File: config.mk
export PLATFORM = sky130hd
export DESIGN_NAME = nibble_serial_adder
export DESIGN_NICKNAME = d
export VERILOG_FILES = /design/src/rtl/cla_pkg.sv /design/src/rtl/cla_nibble.sv /design/src/rtl/nibble_serial_adder.sv
export SDC_FILE = /design/constraint.sdc
export NUM_CORES = 1
export LEC_CHECK = 0
export ABC_CLOCK_PERIOD_IN_PS = 2450
export CAP_MARGIN = 15
export CORE_MARGIN = 2
export CORE_UTILIZATION = 35
export DETAILED_ROUTE_END_ITERATION = 10
export SETUP_SLACK_MARGIN = 0.05
export SLEW_MARGIN = 20
export SYNTH_ARGS = -nofsm -noshare
export SYNTH_HDL_FRONTEND = slang
export SYNTH_SLANG_ARGS = --single-unit
File: constraint.sdc
create_clock -name clk -period 2.45 [get_ports clk]
set_input_delay 0.6125 -clock clk [delete_from_list [all_inputs] [get_ports clk]]
set_output_delay 0.6125 -clock clk [all_outputs]
set_load 0.005 [all_outputs]
File: src/rtl/cla_pkg.sv
// rtl/cla_pkg.sv - shared nibble width, FSM state and nibble type for the serial adder
//
// Purpose : common definitions for nibble_serial_adder and its cla_nibble slice.
// Contents: NIB_W   - width of one arithmetic slice (4 bits)
//           state_t - sequencer states IDLE / RUN / DONE
//           nibble_t- one 4-bit operand/sum nibble
package cla_pkg;

  localparam int NIB_W = 4;

  typedef enum logic [1:0] {
    IDLE = 2'd0,
    RUN  = 2'd1,
    DONE = 2'd2
  } state_t;

  typedef logic [NIB_W-1:0] nibble_t;

endpackage

File: src/rtl/cla_nibble.sv
// rtl/cla_nibble.sv - combinational 4-bit carry-lookahead adder slice
//
// Purpose : y = a + b + cin over one nibble, carries formed by lookahead
//           (no ripple through the slice).
// Ports   : a, b  in  4  nibble operands
//           cin   in  1  carry into bit 0
//           y     out 4  nibble sum
//           cout  out 1  carry out of bit 3
module cla_nibble
  import cla_pkg::*;
(
  input  nibble_t a,
  input  nibble_t b,
  input  logic    cin,
  output nibble_t y,
  output logic    cout
);

  nibble_t          w_g;
  nibble_t          w_p;
  logic [NIB_W:0]   w_c;

  assign w_g = a & b;
  assign w_p = a ^ b;

  // Every carry is a flat sum of products of generate/propagate terms.
  assign w_c[0] = cin;
  assign w_c[1] = w_g[0] | (w_p[0] & cin);
  assign w_c[2] = w_g[1] | (w_p[1] & w_g[0]) | (w_p[1] & w_p[0] & cin);
  assign w_c[3] = w_g[2] | (w_p[2] & w_g[1]) | (w_p[2] & w_p[1] & w_g[0])
                | (w_p[2] & w_p[1] & w_p[0] & cin);
  assign w_c[4] = w_g[3] | (w_p[3] & w_g[2]) | (w_p[3] & w_p[2] & w_g[1])
                | (w_p[3] & w_p[2] & w_p[1] & w_g[0])
                | (w_p[3] & w_p[2] & w_p[1] & w_p[0] & cin);

  assign y    = w_p ^ w_c[NIB_W-1:0];
  assign cout = w_c[NIB_W];

endmodule

File: src/rtl/nibble_serial_adder.sv
// rtl/nibble_serial_adder.sv - wide adder that reuses one 4-bit CLA slice, one nibble per clock
//
// Purpose : captures a, b, cin on an accepted start, then adds nibble 0..NNIB-1
//           on successive clocks through a single cla_nibble, carrying the slice
//           carry-out in a register between nibbles.
// Ports   : clk   in  1      clock, rising edge
//           rst   in  1      asynchronous active-high reset
//           start in  1      request, sampled in IDLE or DONE
//           a, b  in  WIDTH  operands
//           cin   in  1      carry into nibble 0
//           busy  out 1      high in RUN
//           done  out 1      one-cycle pulse, y/cout valid
//           y     out WIDTH  sum
//           cout  out 1      carry out of the top nibble
//           ovf   out 1      signed overflow (only when OVERFLOW_EN is defined)
// Macro   : OVERFLOW_EN adds the ovf port and its register.
module nibble_serial_adder
  import cla_pkg::*;
#(
  parameter int WIDTH = 16,
  parameter int NNIB  = WIDTH / 4
)
(
  input  logic             clk,
  input  logic             rst,
  input  logic             start,
  input  logic [WIDTH-1:0] a,
  input  logic [WIDTH-1:0] b,
  input  logic             cin,
  output logic             busy,
  output logic             done,
  output logic [WIDTH-1:0] y,
  output logic             cout
`ifdef OVERFLOW_EN
  ,
  output logic             ovf
`endif
);

  localparam int IDX_W = (NNIB > 1) ? $clog2(NNIB) : 1;

  state_t           r_state;
  state_t           w_next;
  logic             w_accept;
  logic             w_last;

  logic [WIDTH-1:0] r_a;
  logic [WIDTH-1:0] r_b;
  logic [WIDTH-1:0] r_y;
  logic             r_carry;
  logic             r_cout;
  logic [IDX_W-1:0] r_idx;

  nibble_t          w_nib_a;
  nibble_t          w_nib_b;
  nibble_t          w_nib_y;
  logic             w_nib_cout;

  assign w_nib_a = r_a[int'(r_idx)*NIB_W +: NIB_W];
  assign w_nib_b = r_b[int'(r_idx)*NIB_W +: NIB_W];
  assign w_last  = (r_idx == IDX_W'(NNIB - 1));

  cla_nibble u_slice (
    .a    (w_nib_a),
    .b    (w_nib_b),
    .cin  (r_carry),
    .y    (w_nib_y),
    .cout (w_nib_cout)
  );

  always_ff @(posedge clk or posedge rst) begin
    if (rst) begin
      r_state <= IDLE;
    end else begin
      r_state <= w_next;
    end
  end

  // DONE accepts a new start exactly like IDLE, so back-to-back adds need no bubble.
  always_comb begin
    w_next   = r_state;
    w_accept = 1'b0;
    busy     = 1'b0;
    done     = 1'b0;
    case (r_state)
      IDLE: begin
        if (start) begin
          w_accept = 1'b1;
          w_next   = RUN;
        end
      end
      RUN: begin
        busy = 1'b1;
        if (w_last) begin
          w_next = DONE;
        end
      end
      DONE: begin
        done = 1'b1;
        if (start) begin
          w_accept = 1'b1;
          w_next   = RUN;
        end else begin
          w_next = IDLE;
        end
      end
      default: w_next = IDLE;
    endcase
  end

  always_ff @(posedge clk or posedge rst) begin
    if (rst) begin
      r_a     <= '0;
      r_b     <= '0;
      r_y     <= '0;
      r_carry <= 1'b0;
      r_cout  <= 1'b0;
      r_idx   <= '0;
    end else if (w_accept) begin
      r_a     <= a;
      r_b     <= b;
      r_carry <= cin;
      r_idx   <= '0;
    end else if (r_state == RUN) begin
      r_y[int'(r_idx)*NIB_W +: NIB_W] <= w_nib_y;
      r_carry <= w_nib_cout;
      r_idx   <= r_idx + 1'b1;
      if (w_last) begin
        r_cout <= w_nib_cout;
      end
    end
  end

  assign y    = r_y;
  assign cout = r_cout;

`ifdef OVERFLOW_EN
  logic r_ovf;

  // Carry into the sum MSB is recovered from the top slice as a^b^y of bit 3.
  always_ff @(posedge clk or posedge rst) begin
    if (rst) begin
      r_ovf <= 1'b0;
    end else if ((r_state == RUN) && w_last) begin
      r_ovf <= w_nib_cout ^ (w_nib_a[NIB_W-1] ^ w_nib_b[NIB_W-1] ^ w_nib_y[NIB_W-1]);
    end
  end

  assign ovf = r_ovf;
`endif

endmodule

==> out/qor_table.md, run 1 <==
| Step | Parameter | This run |
| --- | --- | --- |
| drt | Via count | 1612 |
| clock tree | Maximum number of buffers from clock root to sink | 2 |
| synthesis | Synth Instances | 174 |
| setup path | Data required time at the worst endpoint | 2.63 ns |
| setup path | Cells along the critical path | buf_12, buf_4, mux4_2, ha_1, nand3_1, nor2_2, nor3_1, o21ai_0 |
| global routing | Via count of the first global-routing pass | 1685 |
| finish | Area growth syn-to-layout | 35.81% |
| outcome | Status | finished, final reports clean |
| synthesis | Number of distinct library cells after synthesis | 34 |
| finish | Nets | 285 |
| drt | Remaining antenna violation count after routing | 0 |
| clock tree | Sink Count | 54 |
| setup path | Max incr delay on CP | 0.51 ns |
| clock tree | Total clock buffers created by CTS | 5 |
| finish | Non-filler instance count after layout | 333 |
| sta | Worst clock skew | 0.005044 ns |
| clock tree | Level count of the clock H-tree | 2 |
| clock tree | Number of buffers inserted by hold repair at cts | 0 |
| setup path | Critical path capture point type | flip-flop |
| setup path | Startpoint type of the worst setup path | flip-flop |
| drt | Number of optimization iterations in the first detailed-route pass | 4 |
| floorplanning | I/O pin total | 55 |
| synthesis | Yosys warns | 0 |
| synthesis | Post-synth EDFFs | 0 |
| sta | Final hold viol count | 0 |
| global routing | Global-route wire length before repair | 8073 um |
| setup path | Crit Path Max Fanout | 6 |
| global routing | Antenna violations before repair | 0 |
| global routing | Pin count of the biggest net entering global routing | 55 |
| clock tree | Buffers inserted during post-CTS setup optimization | 0 |
| power | Pwr dens | 1487 nW/um^2 |
| placed design | Detailed placer's ending HPWL | 3650 um |
| sta | Final Max Slew Viols | 0 |
| sta | Final setup violation count | 0 |
| floorplanning | Die area | 7808 um^2 |
| finish | Final core area utilization | 49.52% |
| setup path | Signal arrival time at the worst endpoint | 2.47 ns |
| clock tree | Count of cells resized by post-cts repair | 3 |
| min path | Hold-critical path depth | 1 |
| global routing | GRT Residual Overflow | 0 |
| clock tree | Clock input transition at the sequential cells of the worst setup and hold paths | 0.09 ns |
| setup path | Critical path start-end classification | reg2reg |
| placed design | Input/output buffers | 54 |
| placed design | Total instance count after detailed placement | 326 |
| finish | Count of filler cells inserted in the layout | 638 |
| synthesis | Post-synthesis sequential area ratio | 54.24% |
| finish | Number of inserted diodes | 0 |
| synthesis | Synth async-reset ratio | 100.0% |
| finish | Share of layout cells above drive strength 1 | 27.85% |
| sta | Max Clock Freq | 0.4360 GHz |
| synthesis | Synth Cell Area | 2491 um^2 |
| floorplanning | Initial core utilization | 36.47% |
| power | Largest voltage drop on the vdd net | 673.4 uV |
| min path | Worst hold path type | reg2reg |
| synthesis | Synthesized net count | 222 |
| power | Leakage power | 1.408 nW |
| setup path | Length in cells of the worst reg-to-reg path | 8 |
| synthesis | Register bit count reported by yosys | 54 |
| sta | Accumulated negative setup slack | 0 ns |
| sta | Minimum clock period | 2.294 ns |
| global routing | Combined global-route utilization of all metal layers | 13.32% |
| floorplanning | Total core area | 6832 um^2 |
| setup path | R2R setup slack | 0.16 ns |
| drt | Detailed-route wire length per cell | 14.77 um |
| sta | Setup repair after global routing missed its margin | true |
| flow run | Max-cap violations | 0 |
| synthesis | Main synth FF type | dfrtp_1 |
| drt | DRC violations left | 0 |
| min path | Hold-critical path endpoint | y[14]$_DFFE_PP0P_ |
| floorplanning | Height of the die | 88.37 um |
| setup path | Launch point of the worst reg-to-reg path | r_idx[0]$_DFFE_PP0P_ |
| min path | Worst Min Path Start | y[14]$_DFFE_PP0P_ |
| finish | Area taken by multi-input logic gates | 1146 um^2 |
| finish | Commonest cells after routing, fill and taps aside | 54 x dfrtp_1, 54 x clkdlybuf4s50_1, 32 x mux2_2 |
| sta | Final Cycle Share | 93.62% |
| setup path | Worst-path cell with the longest stage delay | mux4_2 |
| clock tree | Root buffer cell | clkbuf_8 |
| drt | DRT iter0 DRCs | 62 |
| drt | Detail-routed via count per cell | 4.841 |
| setup path | Buffering stage count on the worst path with inverters included | 2 |
| placed design | Gp weighted congestion | 0.8282 |
| setup path | Cell type group with the largest total delay on the critical path | multiplexers |
| clock tree | Latest clock arrival within the worst-skew pair | 0.30 ns |
| finish | Sequential cell area | 1351 um^2 |
| drt | Total length of routed wires | 4920 um |
| floorplanning | Die X-Extent | 88.37 um |
| synthesis | Syn_area_per_cell | 14.32 um^2 |
| floorplanning | Standard-cell row count | 30 |
| sta | Post-Route Hold Slack | 0.5070 ns |
| clock tree | Clock tree from TritonCTS | done |
| sta | Actual transition at the worst max-transition pin | 0.4861 ns |
| sta | Relative slew margins | 67.59% |
| setup path | Worst reg2reg endpoint | r_carry$_DFFE_PP0P_ |
==> metrics by stage <==
stage	cell area [um^2]	setup slack [ns]	power, W
final	3383	0.1562	0.005030
after global routing	3383	0.01080	0.005434
after CTS	3349	0.05515	0.004921
after detailed placement	3221	-0.03974	0.004199
after global placement	3221	0.02343	0.004154
after floorplan	2491	0.1158	0.003228
==> registers in the layout, summed over array words and instances, names as in the netlist <==
signal   cells
r_a         16
r_b         16
y           16
r_idx        2
r_state      2
cout         1
r_carry      1
==> cell type report <==
cell class | count | share of cell area [%]
well taps | 96 | 3.550
clock inverters | 1 | 0.8876
repair buffers | 62 | 18.86
multi-input cells | 110 | 33.88
clock buffers | 6 | 2.441
flip-flops and latches | 54 | 39.94
inverters | 4 | 0.4438
==> kinds of logic (layout without fill, tap and decap cells) <==
kind of cell | after synthesis | count (layout) | synth area share [%]
flip-flops | 54 | 54 | 54.24
AO/OA/AOI/OAI | 29 | 29 | 8.740
adder cells (fa/ha/maj) | 12 | 12 | 6.328
multiplexers | 40 | 40 | 21.85
AND/OR/NAND/NOR | 27 | 27 | 6.279
XOR/XNOR | 2 | 2 | 0.7033
buffers and inverters | 10 | 73 | 1.858
==> synthesized netlist by cell type (2+ instances only) <==
cell type	n	share of area (%)
a22o_1	16	5.6
a21oi_1	4	0.80
nor2_1	6	0.90
dfrtp_1	54	54
inv_1	2	0.30
nand2_1	8	1.2
ha_1	11	5.5
buf_2	4	0.80
nor3_1	2	0.40
nor2b_1	3	0.75
mux2_2	32	14
mux4_2	7	6.3
o21ai_0	4	0.80
==> metal layers <==
| metal | share of wire, % | GRT usage (%) |
|---|---|---|
| met1 | 45 | 17.12 |
| met2 | 49 | 22.62 |
| met3 | 5.2 | 3.358 |
| met4 | 1.0 | 3.444 |
| met5 | 0 | 0 |
==> power by group <==
| part | internal (W) | switching (W) | total (W) | leakage, nW |
|---|---|---|---|---|
| sequential | 0.00130 | 0.000268 | 0.00157 | 0.667 |
| clock | 0.000327 | 0.000274 | 0.000601 | 0.0573 |
| combinational | 0.00153 | 0.00133 | 0.00286 | 0.684 |
| total | 0.00316 | 0.00187 | 0.00503 | 1.41 |
==> how the worst max path moves through the flow <==
stage,cells past startpoint,end,startpoint,slack [ns]
after floorplan,7,y[11]$_DFFE_PP0P_,r_idx[0]$_DFFE_PP0P_,0.12
after global placement,7,y[7]$_DFFE_PP0P_,r_idx[0]$_DFFE_PP0P_,0.02
after detailed placement,7,y[7]$_DFFE_PP0P_,r_idx[0]$_DFFE_PP0P_,-0.04
after CTS,7,y[7]$_DFFE_PP0P_,r_idx[0]$_DFFE_PP0P_,0.06
after global routing,8,r_carry$_DFFE_PP0P_,r_idx[0]$_DFFE_PP0P_,0.01
final,8,r_carry$_DFFE_PP0P_,r_idx[0]$_DFFE_PP0P_,0.16
(Power assumes the default switching activity.)
==> inputs of run 2 (changes only) <==
--- a/config.mk
+++ b/config.mk
@@ -11,7 +11,6 @@
 export CORE_UTILIZATION = 35
 export DETAILED_ROUTE_END_ITERATION = 10
 export SETUP_SLACK_MARGIN = 0.05
-export SLEW_MARGIN = 20
 export SYNTH_ARGS = -nofsm -noshare
 export SYNTH_HDL_FRONTEND = slang
 export SYNTH_SLANG_ARGS = --single-unit
==> results of run 2 <==
Final layout, timing and power as in run 1 (identical DEF).
==> inputs of run 3 (changes only) <==
--- a/config.mk
+++ b/config.mk
@@ -5,9 +5,9 @@
 export SDC_FILE = /design/constraint.sdc
 export NUM_CORES = 1
 export LEC_CHECK = 0
+export ABC_AREA = 1
 export ABC_CLOCK_PERIOD_IN_PS = 2450
 export CAP_MARGIN = 15
-export CORE_MARGIN = 2
 export CORE_UTILIZATION = 35
 export DETAILED_ROUTE_END_ITERATION = 10
 export SETUP_SLACK_MARGIN = 0.05
==> constraint.sdc (replaced) <==
create_clock -name clk -period 2.45 [get_ports clk]
set_input_delay 0.735 -clock clk [delete_from_list [all_inputs] [get_ports clk]]
set_output_delay 0.735 -clock clk [all_outputs]
set_load 0.005 [all_outputs]
==> out/qor_table.md, run 3 <==
| Step | Parameter | This run | Change |
| --- | --- | --- | --- |
| outcome | Status | finished, final reports clean |  |
| finish | Area growth syn-to-layout | 29.62% |  |
| synthesis | Synth async-reset ratio | 100.0% | unchanged |
| drt | Detailed-route wire length per cell | 12.27 um | -17% |
| synthesis | Main synth FF type | dfrtp_1 |  |
| setup path | Crit Path Max Fanout | 7 | +1 |
| flow run | Max-cap violations | 0 | unchanged |
| setup path | Launch point of the worst reg-to-reg path | r_idx[0]$_DFFE_PP0P_ |  |
| synthesis | Synth Instances | 320 | +84% |
| clock tree | Clock input transition at the sequential cells of the worst setup and hold paths | 0.10 ns | about the same |
| setup path | Critical path capture point type | output port |  |
| synthesis | Synthesized net count | 368 | +66% |
| synthesis | Number of distinct library cells after synthesis | 27 | -21% |
| sta | Final setup violation count | 0 | unchanged |
| sta | Worst clock skew | 0.009899 ns | +0.004856 ns |
| power | Leakage power | 1.661 nW | +18% |
| min path | Worst hold path type | reg2reg |  |
| placed design | Gp weighted congestion | 0.8439 | +1.9% |
| clock tree | Maximum number of buffers from clock root to sink | 2 | unchanged |
| synthesis | Synth Cell Area | 2631 um^2 | +5.6% |
| finish | Commonest cells after routing, fill and taps aside | 127 x nand2_1, 54 x dfrtp_1, 54 x clkdlybuf4s50_1 |  |
| placed design | Detailed placer's ending HPWL | 4224 um | +16% |
| sta | Final Cycle Share | 89.92% | -3.7 points |
| finish | Most common cell after layout, fill and taps aside | nand2_1 |  |
| global routing | Combined global-route utilization of all metal layers | 16.79% | +3.5 points |
| clock tree | Total clock buffers created by CTS | 5 | unchanged |
| placed design | Worst slack at placement | 0.2443 ns | +0.2840 ns |
| finish | Nets | 424 | +49% |
| clock tree | Latest clock arrival within the worst-skew pair | 0.31 ns | about the same |
| floorplanning | Standard-cell row count | 31 | +3.3% |
| sta | Final Max Slew Viols | 0 | unchanged |
| setup path | Signal arrival time at the worst endpoint | 1.47 ns | -1.00 ns |
| sta | Final hold viol count | 0 | unchanged |
| min path | Hold-critical path endpoint | r_a[7]$_DFFE_PP0P_ |  |
| power | Pwr dens | 1351 nW/um^2 | -9.1% |
| global routing | Antenna violations before repair | 0 | unchanged |
| floorplanning | Initial core utilization | 36.28% | -0.19 points |
| floorplanning | I/O pin total | 55 | unchanged |
| global routing | Global-route wire length before repair | 9970 um | +23% |
| global routing | Via count of the first global-routing pass | 2163 | +28% |
| synthesis | Post-synthesis sequential area ratio | 51.36% | -2.9 points |
| floorplanning | Die area | 7869 um^2 | +0.77% |
| floorplanning | Total core area | 7253 um^2 | +6.2% |
| clock tree | Count of cells resized by post-cts repair | 0 | -3 |
| setup path | Data required time at the worst endpoint | 1.71 ns | -0.92 ns |
| clock tree | Sink Count | 54 | unchanged |
| clock tree | Buffers inserted during post-CTS setup optimization | 0 | unchanged |
| sta | Setup repair after global routing missed its margin | false |  |
| setup path | Worst-path cell with the longest stage delay | clkdlybuf4s50_1 |  |
| min path | Worst Min Path Start | r_a[7]$_DFFE_PP0P_ |  |
| drt | DRC violations left | 0 | unchanged |
| setup path | Worst reg2reg endpoint | y[15]$_DFFE_PP0P_ |  |
| clock tree | Root buffer cell | clkbuf_8 |  |
| finish | Final cell area excluding filler cells | 3411 um^2 | +0.81% |
| setup path | Critical path start-end classification | reg2out |  |
| setup path | Cells along the critical path | nor2_8, clkdlybuf4s50_1 |  |
| floorplanning | Height of the die | 88.71 um | +0.38% |
| setup path | Startpoint type of the worst setup path | flip-flop |  |
| synthesis | Portion of synthesized cell area occupied by the leading cell type | 51.36% | -2.9 points |
| sta | Minimum clock period | 2.203 ns | -0.09086 ns |
| clock tree | Number of buffers inserted by hold repair at cts | 0 | unchanged |
| placed design | Input/output buffers | 54 | unchanged |
| drt | Total length of routed wires | 5842 um | +19% |
| synthesis | Area leader, netlist | dfrtp_1 |  |
| min path | Hold-critical path depth | 2 | +1 |
| synthesis | Post-synth EDFFs | 0 | unchanged |
| global routing | Pin count of the biggest net entering global routing | 55 | unchanged |
| synthesis | Syn_area_per_cell | 8.223 um^2 | -43% |
| synthesis | Synth top cells by count | 127 x nand2_1, 54 x dfrtp_1, 32 x o21ai_0 |  |
| finish | Number of inserted diodes | 0 | unchanged |
| setup path | R2R setup slack | 0.26 ns | +0.10 ns |
| global routing | GRT Residual Overflow | 0 | unchanged |
| synthesis | Synth top area cells | dfrtp_1 51%, nand2_1 18%, o21ai_0 6.1% |  |
| sta | Actual transition at the worst max-transition pin | 0.3241 ns | -0.1620 ns |
| drt | Remaining antenna violation count after routing | 0 | unchanged |
| setup path | Length in cells of the worst reg-to-reg path | 13 | +5 |
| setup path | Max incr delay on CP | 0.52 ns | about the same |
| sta | Accumulated negative setup slack | 0 ns | unchanged |
| clock tree | Level count of the clock H-tree | 2 | unchanged |
| drt | Detail-routed via count per cell | 4.712 | -2.7% |
| power | Largest voltage drop on the vdd net | 475.2 uV | -29% |
| drt | Via count | 2243 | +39% |
| finish | Share of layout cells above drive strength 1 | 7.162% | -21 points |
| clock tree | Clock tree from TritonCTS | done |  |
| synthesis | Register bit count reported by yosys | 54 | unchanged |
| sta | Crit path setup slack, layout | 0.2471 ns | +0.09086 ns |
| drt | DRT iter0 DRCs | 102 | +65% |
| drt | Number of optimization iterations in the first detailed-route pass | 6 | +2 |
| placed design | Standard cell area after detailed placement | 3292 um^2 | +2.2% |
| floorplanning | Die X-Extent | 88.71 um | +0.38% |
| synthesis | Most instantiated library cell after synthesis | nand2_1 |  |
| sta | Relative slew margins | 78.24% | +11 points |
| sta | Max Clock Freq | 0.4539 GHz | +4.1% |
| synthesis | Yosys warns | 0 | unchanged |
run 3: cell count changes after synthesis, moves of 16 or more:
| cell | delta |
|---|---|
| nor2_1 | +18 |
| inv_1 | +17 |
| nand2_1 | +119 |
| mux2_2 | -32 |
| o21ai_0 | +28 |
| a22o_1 | -16 |
run 3: cell type report:
class	instances	area (um^2)
Tap cell	99	123.9
Clock inverter	3	40.04
Multi-Input combinational cell	233	1142
Timing Repair Buffer	60	598.1
Inverter	22	86.33
Sequential cell	54	1351
Clock buffer	5	68.82
Fill cell	743	3842
run 3: per-layer routing:
metal,GRT usage [%],part of all wire (%),vias up
li1,-,-,1128
met1,21.03,45,1051
met2,28.18,48,49
met3,4.291,4.3,15
met4,5.865,2.2,0
met5,0,0,-
run 3: worst max path at each step:
| stage | startpoint | endpoint | slack (ns) | cells past startpoint |
|---|---|---|---|---|
| 5_1_grt | r_idx[0]$_DFFE_PP0P_ | y[15]$_DFFE_PP0P_ | 0.05 | 13 |
| 6_report | r_state[1]$_DFFE_PP0P_ | busy | 0.25 | 2 |
| 4_1_cts | r_idx[0]$_DFFE_PP0P_ | y[14]$_DFFE_PP0P_ | 0.23 | 10 |
| 3_3_place_gp | r_idx[0]$_DFFE_PP0P_ | y[14]$_DFFE_PP0P_ | 0.35 | 10 |
| 2_1_floorplan | rst | cout$_DFFE_PP0P_ | 0.40 | 1 |
| 3_5_place_dp | r_idx[0]$_DFFE_PP0P_ | y[14]$_DFFE_PP0P_ | 0.24 | 10 |
run 3: where the power goes:
part	internal, W	switching [W]	total, W	leakage (nW)
combinational	0.000990	0.00152	0.00251	0.913
clock	0.000301	0.000292	0.000593	0.0579
sequential	0.00127	0.000233	0.00150	0.690
total	0.00256	0.00205	0.00461	1.66
run 3: cell families (layout without fill, tap and decap cells):
logic type | after synthesis | in the layout | synth area share [%]
flops | 54 | 54 | 51.36
simple gates | 170 | 170 | 26.49
xor+xnor | 3 | 3 | 0.9988
buf+inv | 33 | 90 | 5.468
compound gates | 48 | 48 | 9.700
fa+ha+maj | 12 | 12 | 5.991
run 3: worst max-delay path, delay by kind of cell, from the launching register on:
kind,cells,cell delay [ns]
buffers and inverters,1,0.52
AND/OR/NAND/NOR,1,0.19
flip-flops,1,0.45
run 3: metrics by stage:
stage,utilization [%],hold WS (ns),cells,total power (W)
after floorplan,-,0.4436,320,0.003248
after global placement,45.39,0.4584,468,0.003976
after detailed placement,45.39,0.4638,468,0.004011
after CTS,46.89,0.4878,476,0.004610
after global routing,47.02,0.5108,476,0.005075
final,47.02,0.4866,476,0.004608
